File: config.mk
export PLATFORM = sky130hd
export DESIGN_NAME = wb_rvseed
export DESIGN_NICKNAME = d
export VERILOG_FILES = /design/src/rtl/wb_rvseed_pkg.sv /design/src/rtl/wb_rvseed_load_align.sv /design/src/rtl/wb_rvseed.sv
export SDC_FILE = /design/constraint.sdc
export NUM_CORES = 1
export LEC_CHECK = 0
export BUFFER_PORTS_ARGS = -buffer_cell sky130_fd_sc_hd__buf_4
export CORE_ASPECT_RATIO = 1.4
export CORE_MARGIN = 8
export CORE_UTILIZATION = 40
export DETAILED_ROUTE_END_ITERATION = 7
export HOLD_SLACK_MARGIN = 0.06
export PLACE_DENSITY_LB_ADDON = 0.12
export SYNTH_ARGS = -nofsm -noshare
export SYNTH_HDL_FRONTEND = slang
export SYNTH_SLANG_ARGS = --single-unit
File: constraint.sdc
create_clock -name clk_reg -period 4.3 [get_ports clk_reg]
set_input_delay 0.86 -clock clk_reg [delete_from_list [all_inputs] [get_ports clk_reg]]
set_output_delay 0.86 -clock clk_reg [all_outputs]
set_load 0.01 [all_outputs]
File: src/rtl/wb_rvseed_pkg.sv
// Shared RVSEED write-back definitions: regfile port widths, load funct3 codes,
// FSM encoding and the latched load context.
package wb_rvseed_pkg;

  localparam int REG_ADDR_WIDTH = 7;   // byte offsets 0x00..0x7C
  localparam int REG_DATA_WIDTH = 32;

  localparam logic [2:0] F3_LB  = 3'b000;
  localparam logic [2:0] F3_LH  = 3'b001;
  localparam logic [2:0] F3_LW  = 3'b010;
  localparam logic [2:0] F3_LBU = 3'b100;
  localparam logic [2:0] F3_LHU = 3'b101;

  typedef enum logic {
    ST_IDLE      = 1'b0,
    ST_WAIT_LOAD = 1'b1
  } wb_state_e;

  typedef struct packed {
    logic [4:0] rd;
    logic [2:0] funct3;
    logic [1:0] addr_lo;
  } load_ctx_t;

endpackage

File: src/rtl/wb_rvseed_load_align.sv
// Combinational load aligner: picks byte/half/word out of the raw memory word
// and sign- or zero-extends it. Kept standalone so the LSU can reuse it.
module load_align_rvseed
  import wb_rvseed_pkg::*;
(
  input  logic [2:0]  funct3,
  input  logic [1:0]  addr_lo,
  input  logic [31:0] rdata,
  output logic [31:0] data
);

  logic [7:0]  byte_sel;
  logic [15:0] half_sel;

  always_comb begin
    byte_sel = rdata[7:0];
    case (addr_lo)
      2'd0: byte_sel = rdata[7:0];
      2'd1: byte_sel = rdata[15:8];
      2'd2: byte_sel = rdata[23:16];
      2'd3: byte_sel = rdata[31:24];
      default: byte_sel = rdata[7:0];
    endcase
    // Misaligned halves silently drop addr bit 0; no trap is raised here.
    half_sel = addr_lo[1] ? rdata[31:16] : rdata[15:0];

    data = rdata;
    case (funct3)
      F3_LB:   data = {{24{byte_sel[7]}}, byte_sel};
      F3_LH:   data = {{16{half_sel[15]}}, half_sel};
      F3_LBU:  data = {24'b0, byte_sel};
      F3_LHU:  data = {16'b0, half_sel};
      default: data = rdata;   // LW and undefined encodings
    endcase
  end

endmodule

File: src/rtl/wb_rvseed.sv
// RVSEED write-back stage: retires ALU results immediately, parks loads until
// the memory response (or a timeout), and drives the registered regfile write.
module wb_rvseed
  import wb_rvseed_pkg::*;
#(
  parameter int LOAD_TIMEOUT = 64,
  parameter int TO_CNT_W     = 7
) (
  input  logic                      clk_reg,
  input  logic                      rst_reg_n,
  input  logic                      ex_valid,
  output logic                      ex_ready,
  input  logic [4:0]                ex_rd,
  input  logic                      ex_is_load,
  input  logic [2:0]                ex_funct3,
  input  logic [1:0]                ex_addr_lo,
  input  logic [31:0]               ex_result,
  input  logic                      mem_rvalid,
  input  logic [31:0]               mem_rdata,
  output logic                      reg_wen,
  output logic [REG_ADDR_WIDTH-1:0] reg_waddr,
  output logic [REG_DATA_WIDTH-1:0] reg_wdata,
  output logic                      load_pending,
  output logic [4:0]                load_rd,
  output logic                      load_err
);

  wb_state_e                 state_q, state_d;
  logic [TO_CNT_W-1:0]       cnt_q, cnt_d;
  load_ctx_t                 ctx_q, ctx_d;
  logic                      reg_wen_q, reg_wen_d;
  logic [REG_ADDR_WIDTH-1:0] reg_waddr_q, reg_waddr_d;
  logic [REG_DATA_WIDTH-1:0] reg_wdata_q, reg_wdata_d;
  logic                      load_err_q, load_err_d;
  logic [31:0]               aligned;
  logic                      xfer;

  load_align_rvseed u_align (
    .funct3  (ctx_q.funct3),
    .addr_lo (ctx_q.addr_lo),
    .rdata   (mem_rdata),
    .data    (aligned)
  );

  assign ex_ready = (state_q == ST_IDLE);
  assign xfer     = ex_valid & ex_ready;

  always_comb begin
    state_d     = state_q;
    cnt_d       = cnt_q;
    ctx_d       = ctx_q;
    reg_wen_d   = 1'b0;
    reg_waddr_d = reg_waddr_q;
    reg_wdata_d = reg_wdata_q;
    load_err_d  = load_err_q;
    case (state_q)
      ST_IDLE: begin
        // A response with nothing outstanding is a protocol error, never a write.
        if (mem_rvalid) load_err_d = 1'b1;
        if (xfer) begin
          if (ex_is_load) begin
            ctx_d   = '{rd: ex_rd, funct3: ex_funct3, addr_lo: ex_addr_lo};
            cnt_d   = '0;
            state_d = ST_WAIT_LOAD;
          end else if (ex_rd != 5'd0) begin
            reg_wen_d   = 1'b1;
            reg_waddr_d = REG_ADDR_WIDTH'({ex_rd, 2'b00});
            reg_wdata_d = ex_result;
          end
        end
      end
      ST_WAIT_LOAD: begin
        if (mem_rvalid) begin
          state_d = ST_IDLE;
          if (ctx_q.rd != 5'd0) begin
            reg_wen_d   = 1'b1;
            reg_waddr_d = REG_ADDR_WIDTH'({ctx_q.rd, 2'b00});
            reg_wdata_d = aligned;
          end
        end else if (cnt_q == TO_CNT_W'(LOAD_TIMEOUT - 1)) begin
          state_d    = ST_IDLE;
          load_err_d = 1'b1;
        end else begin
          cnt_d = cnt_q + TO_CNT_W'(1);
        end
      end
      default: state_d = ST_IDLE;
    endcase
  end

  always_ff @(posedge clk_reg or negedge rst_reg_n) begin
    if (!rst_reg_n) begin
      state_q     <= ST_IDLE;
      cnt_q       <= '0;
      ctx_q       <= '0;
      reg_wen_q   <= 1'b0;
      reg_waddr_q <= '0;
      reg_wdata_q <= '0;
      load_err_q  <= 1'b0;
    end else begin
      state_q     <= state_d;
      cnt_q       <= cnt_d;
      ctx_q       <= ctx_d;
      reg_wen_q   <= reg_wen_d;
      reg_waddr_q <= reg_waddr_d;
      reg_wdata_q <= reg_wdata_d;
      load_err_q  <= load_err_d;
    end
  end

  assign reg_wen      = reg_wen_q;
  assign reg_waddr    = reg_waddr_q;
  assign reg_wdata    = reg_wdata_q;
  assign load_err     = load_err_q;
  assign load_pending = (state_q == ST_WAIT_LOAD);
  assign load_rd      = load_pending ? ctx_q.rd : 5'd0;

endmodule

* Word-level counts from Yosys, hierarchy flattened
Index checks and enable logic that the tools add are counted.
** Storage, ports and cells
- Register bits after elaboration :: 59
- Input port bits :: 79
- Word-level logic and storage cells :: 73
** Cells by class
- $add $sub $neg :: 1
- Eq/ne operators :: 17
- Multiplexer cells :: 36
- Bitwise operators :: 2
- Reductions and logical operators :: 8
** Operators by type and width (count)
- $mux W32 :: 5
- $pmux W32 S4 :: 1
- $pmux W32 S2 :: 1
- $mux W7 :: 9
- $pmux W8 S4 :: 1
- $pmux W7 S2 :: 2
- $mux W16 :: 1
- $mux W1 :: 12
- $ne A2 B1 Y1 const B :: 6
- $reduce_bool A5 Y1 :: 2
- $ne A2 B2 Y1 const B :: 4
- $add A7 B1 Y7 const B :: 1
- $eq A7 B6 Y1 const B :: 1
- $eq A3 B3 Y1 const B :: 2
- $pmux W1 S2 :: 3
- $reduce_and A3 Y1 :: 2
- $mux W5 :: 1
- $reduce_and A5 Y1 :: 1
- $eq A2 B2 Y1 const B :: 2
- $reduce_and A4 Y1 :: 1
- $eq A3 B1 Y1 const B :: 1
- $logic_not A3 Y1 :: 1
- $eq A2 B1 Y1 const B :: 1
- $logic_not A2 Y1 :: 1
- 2 further kinds :: 2

* Depth between registers and ports, before layout
Gate-level depths: netlist of the first run.
- Word-level depth :: 6
- Gate-level depth with buffers :: 7
- Mapped depth without buffers :: 5

* Cells and area by module
From an unflattened synthesis of the first run, not the netlist that was laid out.
** Second synthesis, totals
- Cells, all modules :: 315
- Area, all modules :: 3448.3 µm²
** Modules (own cells, without submodules)
- wb_rvseed :: times used 1, cells an instance 205, area an instance 2798.9 µm², seq. area each 1426.4 µm²
- load_align_rvseed :: times used 1, cells an instance 110, area an instance 649.4 µm², seq. area each 0.0 µm²

* Worst setup path after synthesis of the first run
No wires, ideal clock.
- Path kind :: input-to-reg
- Start :: input ex_rd[2]
- End :: register reg_wdata_q[4] (netlist: reg_wdata[4])
- Setup time :: 0.129 ns
- Arrival :: 2.042 ns
- Data required time :: 4.171 ns
- Setup slack :: 2.129 ns
- Stages on the path :: 5
- Path buffers :: 1
- Cell sequence :: or4_1 o21a_2 clkbuf_1 nor3_1 a31oi_1
** On the way
- Word-level cells in the longest chain between the ends :: 3
** RTL lines
- from (decl) :: RTL line wb_rvseed.sv:13 : input logic [4:0] ex_rd,
- $reduce_bool A5 Y1 :: RTL line wb_rvseed.sv:65 : end else if (ex_rd != 5'd0) begin
- $ne A2 B1 Y1 (no line)
- $reduce_and A5 Y1 (no line)
- to (signal assigned) :: RTL line wb_rvseed.sv:106 : reg_wdata_q <= reg_wdata_d;
- to (decl) :: RTL line wb_rvseed.sv:33 : logic [REG_DATA_WIDTH-1:0] reg_wdata_q, reg_wdata_d;
Every way passes these cells.
A chain may end at the register's enable or synchronous reset.

* Worst setup path in the final report of the first run
- Start :: register state_q (netlist: load_pending)
- End :: register reg_wdata_q[11] (netlist: reg_wdata[11])
** On the way
- Word-level cells in the longest chain between the ends :: 4
- Elaborated cells between the ends (all ways) :: 9
- Classes of those cells :: eq/ne: 5; mux: 1; bitwise: 2; reduce/logical: 1
** RTL lines
- from (decl) :: RTL line wb_rvseed.sv:28 : wb_state_e state_q, state_d;
- from (signal assigned) :: RTL line wb_rvseed.sv:101 : state_q <= state_d;
- $not A1 Y1 (no line)
- $and A1 B1 Y1 :: RTL line wb_rvseed.sv:46 : assign xfer = ex_valid & ex_ready;
- $ne A2 B1 Y1 (no line)
- $reduce_and A5 Y1 (no line)
Several ways; a longest one is shown, not always the timed one.

==> results of run 1 <==
==> worst min-delay path, cell delays in order, from the launching register on <==
cell,delay (ns)
dfrtp_1,0.34
nand3_1,0.06
o31ai_1,0.06
==> sequential cells by signal, summed over array words and instances (netlist names) <==
| register | cells |
|---|---|
| cnt_q | 7 |
| reg_wdata | 32 |
| ctx_q | 10 |
| load_pending | 1 |
| load_err | 1 |
| reg_wen | 1 |
| reg_waddr | 5 |
==> per-stage QoR <==
stage | hold WS (ns) | area, um^2 | power, mW | setup slack [ns] | cells
after floorplan | 0.4602 | 3319 | 1.208 | 2.129 | 374
after global routing | 0.5148 | 4568 | 2.455 | 1.731 | 585
final | 0.4953 | 4568 | 2.318 | 1.876 | 585
after CTS | 0.4994 | 4568 | 2.344 | 1.870 | 585
after global placement | 0.4702 | 4249 | 1.557 | 1.615 | 570
after detailed placement | 0.4824 | 4249 | 1.575 | 1.553 | 570
==> cell families (layout without fill, tap and decap cells) <==
| kind of cell | Yosys count | in the layout |
|---|---|---|
| simple gates | 144 | 144 |
| other cells | 1 | 2 |
| fa+ha+maj | 1 | 1 |
| mux | 12 | 12 |
| compound gates | 117 | 117 |
| buf+inv | 41 | 150 |
| flops | 57 | 57 |
==> worst paths after layout <==
path / start / to / slack, ns / depth (start not counted)
min in group asynchronous: rst_reg_n / reg_wdata[18] / 0.57 / 1
setup / recovery: load_pending / reg_wdata[11] / 1.88 / 5
setup reg to reg: load_pending / reg_wdata[11] / 1.88 / 5
hold reg to reg: reg_wdata[17] / reg_wdata[17] / 0.50 / 2
hold / removal: reg_wdata[17] / reg_wdata[17] / 0.50 / 2
max in group asynchronous: rst_reg_n / reg_wdata[23] / 3.22 / 1
==> placed cells by master (no fill, tap or decap), types with 8 or more instances in the layout <==
cell       synthesis  layout
clkbuf_16          0       9
nor3b_1            9       9
o31ai_1           20      20
a21oi_1           18      18
nor2_1            27      27
dfrtp_1           57      57
nand2_1           38      38
o21ai_0           23      23
nand3_1           27      27
nor3_1            14      14
a32oi_1            8       8
mux2i_1           12      12
buf_4              3     129
nand2b_1           9       9
a221oi_1          18      18
==> final cells by class <==
| class | instances | area [um^2] |
|---|---|---|
| Inverter | 6 | 22.52 |
| Fill cell | 785 | 3532 |
| Tap cell | 102 | 127.6 |
| Multi-Input combinational cell | 276 | 1704 |
| Sequential cell | 57 | 1426 |
| Timing Repair Buffer | 129 | 968.4 |
| Clock inverter | 5 | 80.08 |
| Clock buffer | 10 | 239.0 |
==> where the power goes <==
part	total (mW)	internal [mW]	switching, mW
combinational	0.753	0.364	0.390
sequential	0.804	0.677	0.126
clock	0.761	0.518	0.243
total	2.32	1.56	0.759
==> per-layer routing <==
layer  part of all wire (%)  vias to the layer above
met1                     39                     1627
li1                       -                     1603
met5                      0                        -
met2                     53                      124
met4                    1.3                        0
met3                    6.9                       12
==> summary.txt, run 1 <==
Outcome
  • Outcome: completed

Synth
  • Synth Warn #: 0
  • Multiplexer share of the synthesized area: 3.623%
  • Post-synth top area cell: dfrtp_1
  • Syn avg cell area: 8.889 um^2
  • Synthesized area: 3316 um^2
  • Post-synthesis compound-gate area fraction: 25.21%
  • Post-synthesis xor/xnor area fraction: 0%
  • Top post-synthesis cells by area: dfrtp_1, a221oi_1, o31ai_1, nand2_1, nand3_1
  • Synth Area in Simple Gates: 21.96%
  • Combinational family with the most area after synthesis: compound AO/OA/AOI/OAI gates
  • Sequential share of the synthesized area: 43.02%
  • Most frequent cell after synthesis: dfrtp_1
  • Top cells by count, synth: dfrtp_1, nand2_1, nand3_1, nor2_1, o21ai_0
  • Fraction of registers with async set or reset after synthesis: 100.0%
  • Synth Flop Type: dfrtp_1
  • Post-synth EDFFs: 0
  • Seq cells post-synth: 57
  • Post-Synth Adder-Cell Area: 0.3774%
  • Yosys top cell area share: 43.02%
  • Unique masters post-synth: 43
  • Post-Synthesis Cells: 373

Min path
  • Worst min path class: flip-flop to flip-flop

Power
  • Leak pwr: 2.043 nW
  • VDD IR-drop max: 0.0002784 V
  • Power per Cell Area: 507.5 nW/um^2

Detailed routing
  • Detailed Route WL: 11.22 mm
  • Initial DRC count: 286
  • Vias per Instance: 5.754
  • Routed WL per cell: 19.18 um
  • DRT antenna net count: 0
  • Residual DRC: 0
  • Vias: 3366
  • Drt first pass iters: 6

Timing
  • Final setup viols: 0
  • Setup tns final: 0 ns
  • Crit share post-route: 56.37%
  • Max-slew violations: 0
  • Slew margin rel.: 21.77%
  • Final hold violation count: 0
  • Clock skew: 0.006207 ns
  • RSZ-0062 raised after global routing: no
  • Fmax achieved: 412.5 MHz
  • Worst slew pin tran: 1.174 ns
  • Final min period: 2.424 ns

Cells and area
  • Final Core Density: 56.39%
  • Ant diodes: 0
  • Syn-to-layout area delta: 37.77%
  • Nets: 559
  • Share of cells above drive strength 1: 31.26%

Clocking
  • Clock latency on the worst-skew pair: 0.32 ns
  • Sink Count: 57
  • CTS tree: built
  • H-tree levels: 3
  • Clk root buf: clkbuf_16
  • CTS buffer count: 9
  • Clk slew on worst S/H paths: 0.05 ns
  • Clock buffer depth: 2
  • Hold_buf cts: 0
  • Post-CTS Setup Bufs: 0
  • Post_cts resized: 0

Global routing
  • Met3 usage: 5.127%
  • Total congestion overflow: 0
  • Overall routing resource usage: 19.84%
  • Largest net degree at the start of global routing: 58
  • GR Util met1: 23.26%
  • Grt met2 use: 34.15%
  • Global-route wire length before repair: 18.03 mm
  • Most Crowded Layer GR: met2
  • Via count of the first global-routing pass: 3422
  • Initial antenna violation count: 0

Die
  • Core area: 8100 um^2
  • Starting Density: 40.93%
  • Die Ht: 123.7 um
  • Die Area: 11500 um^2
  • Io pins: 127
  • Die Width: 92.95 um
  • Row cnt: 39

Placed design
  • Port Buf Inserts: 124
  • GPL Wtd Cong: 0.8469
  • Detailed placement HPWL: 8.281 mm

Setup path
  • CP Capture Type: flip-flop
  • Critical Setup Path Class: flip-flop to flip-flop
  • Worst EP required: 4.54 ns
  • CP top delay family: compound AO/OA/AOI/OAI gates
  • Max incr delay on CP: 0.65 ns
  • Worst path slowest cell: o221ai_1
  • CP Buf/Inv Count: 1
  • Worst EP arrival: 2.66 ns
  • Critical-path cell list: buf_4 -> or3b_1 -> o221ai_1 -> a32oi_1 -> a21oi_1
  • CP startpoint kind: flip-flop
  • Crit Path Max Fanout: 31

Flow run
  • Maxcap violations: 0
(Power assumes the default switching activity.)
==> inputs of run 2 (changes only) <==
--- a/config.mk
+++ b/config.mk
@@ -5,6 +5,7 @@
 export SDC_FILE = /design/constraint.sdc
 export NUM_CORES = 1
 export LEC_CHECK = 0
+export ABC_AREA = 1
 export BUFFER_PORTS_ARGS = -buffer_cell sky130_fd_sc_hd__buf_4
 export CORE_ASPECT_RATIO = 1.4
 export CORE_MARGIN = 8
==> constraint.sdc (replaced) <==
create_clock -name clk_reg -period 2 [get_ports clk_reg]
set_input_delay 0.4 -clock clk_reg [delete_from_list [all_inputs] [get_ports clk_reg]]
set_output_delay 0.4 -clock clk_reg [all_outputs]
set_load 0.01 [all_outputs]
==> run 2 against run 1 <==
Net effect:
- sequential power up 110%
- critical path type is now flip-flop to output pin
- clock skew barely moved
- largest power group is now clock
- critical endpoint is now load_rd[2]
- global-route usage down 0.86 points
- synthesized area up 5.8%
==> summary.txt, run 2 <==
Outcome
  • Outcome: completed

Clocking
  • Clk root buf: clkbuf_16
  • Hold_buf cts: 0
  • Clock latency on the worst-skew pair: 0.33 ns
  • Clk slew on worst S/H paths: 0.05 ns
  • Sink Count: 57
  • Post-CTS Setup Bufs: 0
  • CTS buffer count: 9
  • H-tree levels: 3
  • Post_cts resized: 0
  • CTS tree: built
  • Clock buffer depth: 2

Timing
  • Final setup viols: 0
  • Worst slew pin tran: 0.7503 ns
  • Final min period: 1.804 ns
  • Crit share post-route: 90.18%
  • Setup WS post-layout: 0.1964 ns
  • Slew margin rel.: 49.98%
  • RSZ-0062 raised after global routing: no
  • Max-slew violations: 0
  • Clock skew: 0.006381 ns
  • Fmax achieved: 554.4 MHz
  • Setup tns final: 0 ns
  • Final hold violation count: 0
  • WHS: 0.1296 ns

Cells and area
  • Commonest non-fill, non-tap cells in the layout: nand2_1, buf_4, nor2_1
  • Syn-to-layout area delta: 37.30%
  • Non-Filler Instances: 730
  • Ant diodes: 0
  • Share of cells above drive strength 1: 27.84%
  • Largest register FFs: 32
  • Nets: 700
  • Commonest non-fill, non-tap cell in the layout: nand2_1

Setup path
  • Max incr delay on CP: 0.40 ns
  • Critical Setup Path Class: flip-flop to output pin
  • CP startpoint kind: flip-flop
  • Worst EP arrival: 1.40 ns
  • Critical-path cell list: buf_4 -> nand2_1 -> inv_1 -> buf_4
  • CP Buf/Inv Count: 3
  • CP Capture Type: output pin
  • CP top delay family: buffers and inverters
  • Worst EP required: 1.60 ns
  • Crit Path Max Fanout: 34
  • Worst path slowest cell: dfrtp_1
  • Reg2Reg Depth: 8
  • WP depth: 4
  • Internal reg-to-reg setup slack: 0.31 ns
  • Worst path most repeated cell: buf_4

Power
  • Leak pwr: 2.528 nW
  • Power per Cell Area: 1082 nW/um^2
  • VDD IR-drop max: 0.0006958 V

Synth
  • Seq cells post-synth: 57
  • Post-synth EDFFs: 0
  • Unique masters post-synth: 31
  • Post-synth top area cell: dfrtp_1
  • Most frequent cell after synthesis: nand2_1
  • Synth Flop Type: dfrtp_1
  • Yosys top cell area share: 40.66%
  • Top post-synthesis cells by area: dfrtp_1, nand2_1, nor2_1, a21oi_1, nand3_1
  • Top cells by count, synth: nand2_1, nor2_1, dfrtp_1
  • Synthesized area: 3508 um^2
  • Fraction of registers with async set or reset after synthesis: 100.0%
  • Post-Synthesis Cells: 505
  • Synth Warn #: 0
  • Sequential share of the synthesized area: 40.66%
  • Syn avg cell area: 6.947 um^2

Detailed routing
  • Detailed Route WL: 11.20 mm
  • Vias: 3619
  • Residual DRC: 0
  • Initial DRC count: 184
  • Vias per Instance: 4.958
  • DR top layer: met4
  • Routed WL per cell: 15.35 um
  • DRT antenna net count: 0
  • Met3 WL post-DR: 878 um
  • Drt first pass iters: 4
  • M1 WL: 4.491 mm
  • Met2 WL post-DR: 5.651 mm

Placed design
  • GPL Wtd Cong: 0.8160
  • Detailed placement HPWL: 8.598 mm
  • Port Buf Inserts: 124
  • Post-Place Cells: 714
  • Pre-CTS setup slack: 0.2509 ns

Global routing
  • Overall routing resource usage: 18.98%
  • Via count of the first global-routing pass: 3764
  • Total congestion overflow: 0
  • Initial antenna violation count: 0
  • Largest net degree at the start of global routing: 58
  • Global-route wire length before repair: 17.96 mm

Min path
  • Worst min path class: input pin to asynchronous set/reset pin

Flow run
  • Maxcap violations: 0

Die
  • Starting Density: 40.99%
  • Die Width: 95.15 um
  • Die Ht: 126.8 um
  • Die Area: 12070 um^2
  • Core area: 8558 um^2
  • Row cnt: 40
  • Io pins: 127
[run 2: worst paths after layout]
check                        startpoint             to
min in group clk_reg       ex_funct3[2]       ctx_q[4]
max in group asynchronous     rst_reg_n  reg_wdata[20]
setup / recovery           load_pending     load_rd[2]
hold / removal                rst_reg_n        reg_wen
hold reg to reg                load_err       load_err
setup reg to reg               cnt_q[0]       cnt_q[3]
[run 2: kinds of logic (layout without fill, tap and decap cells)]
kind of cell             Yosys count  after routing  synth area share (%)
AND/OR/NAND/NOR                  282            282                 33.42
flip-flops                        57             57                 40.66
XOR/XNOR                           1              1                0.2497
other                              1              2                0.1069
adder cells (fa/ha/maj)            1              1                0.3566
buffers and inverters             65            184                 9.629
AO/OA/AOI/OAI                     97             97                 15.26
multiplexers                       1              1                0.3209
[run 2: final cells by class]
type                       instances  area [um^2]
clock buffer                      12        266.5
multi-input combinational        384         1748
timing repair buffer             133         1011
inverter                          35        136.4
tap                              105        131.4
clock inverter                     4        97.59
sequential                        57         1426
fill                             828         3741
[run 2: through the flow]
step | instance area, um^2 | power, mW | utilization, %
after floorplan | 3512 | 2.624 | -
after global placement | 4453 | 3.370 | 52.03
after detailed placement | 4453 | 3.407 | 52.03
after CTS | 4817 | 5.275 | 56.29
after global routing | 4817 | 5.513 | 56.29
final | 4817 | 5.210 | 56.29
[run 2: routing by layer]
metal | track usage (%) | vias to the layer above
met5 | 0 | -
li1 | - | 1828
met2 | 32.61 | 123
met4 | 6.365 | 0
met3 | 5.903 | 12
met1 | 21.31 | 1656
[run 2: power by group]
group	switching, mW	internal [mW]	leakage, nW
sequential	0.229	1.46	0.684
clock	0.524	1.32	0.175
combinational	0.925	0.753	1.67
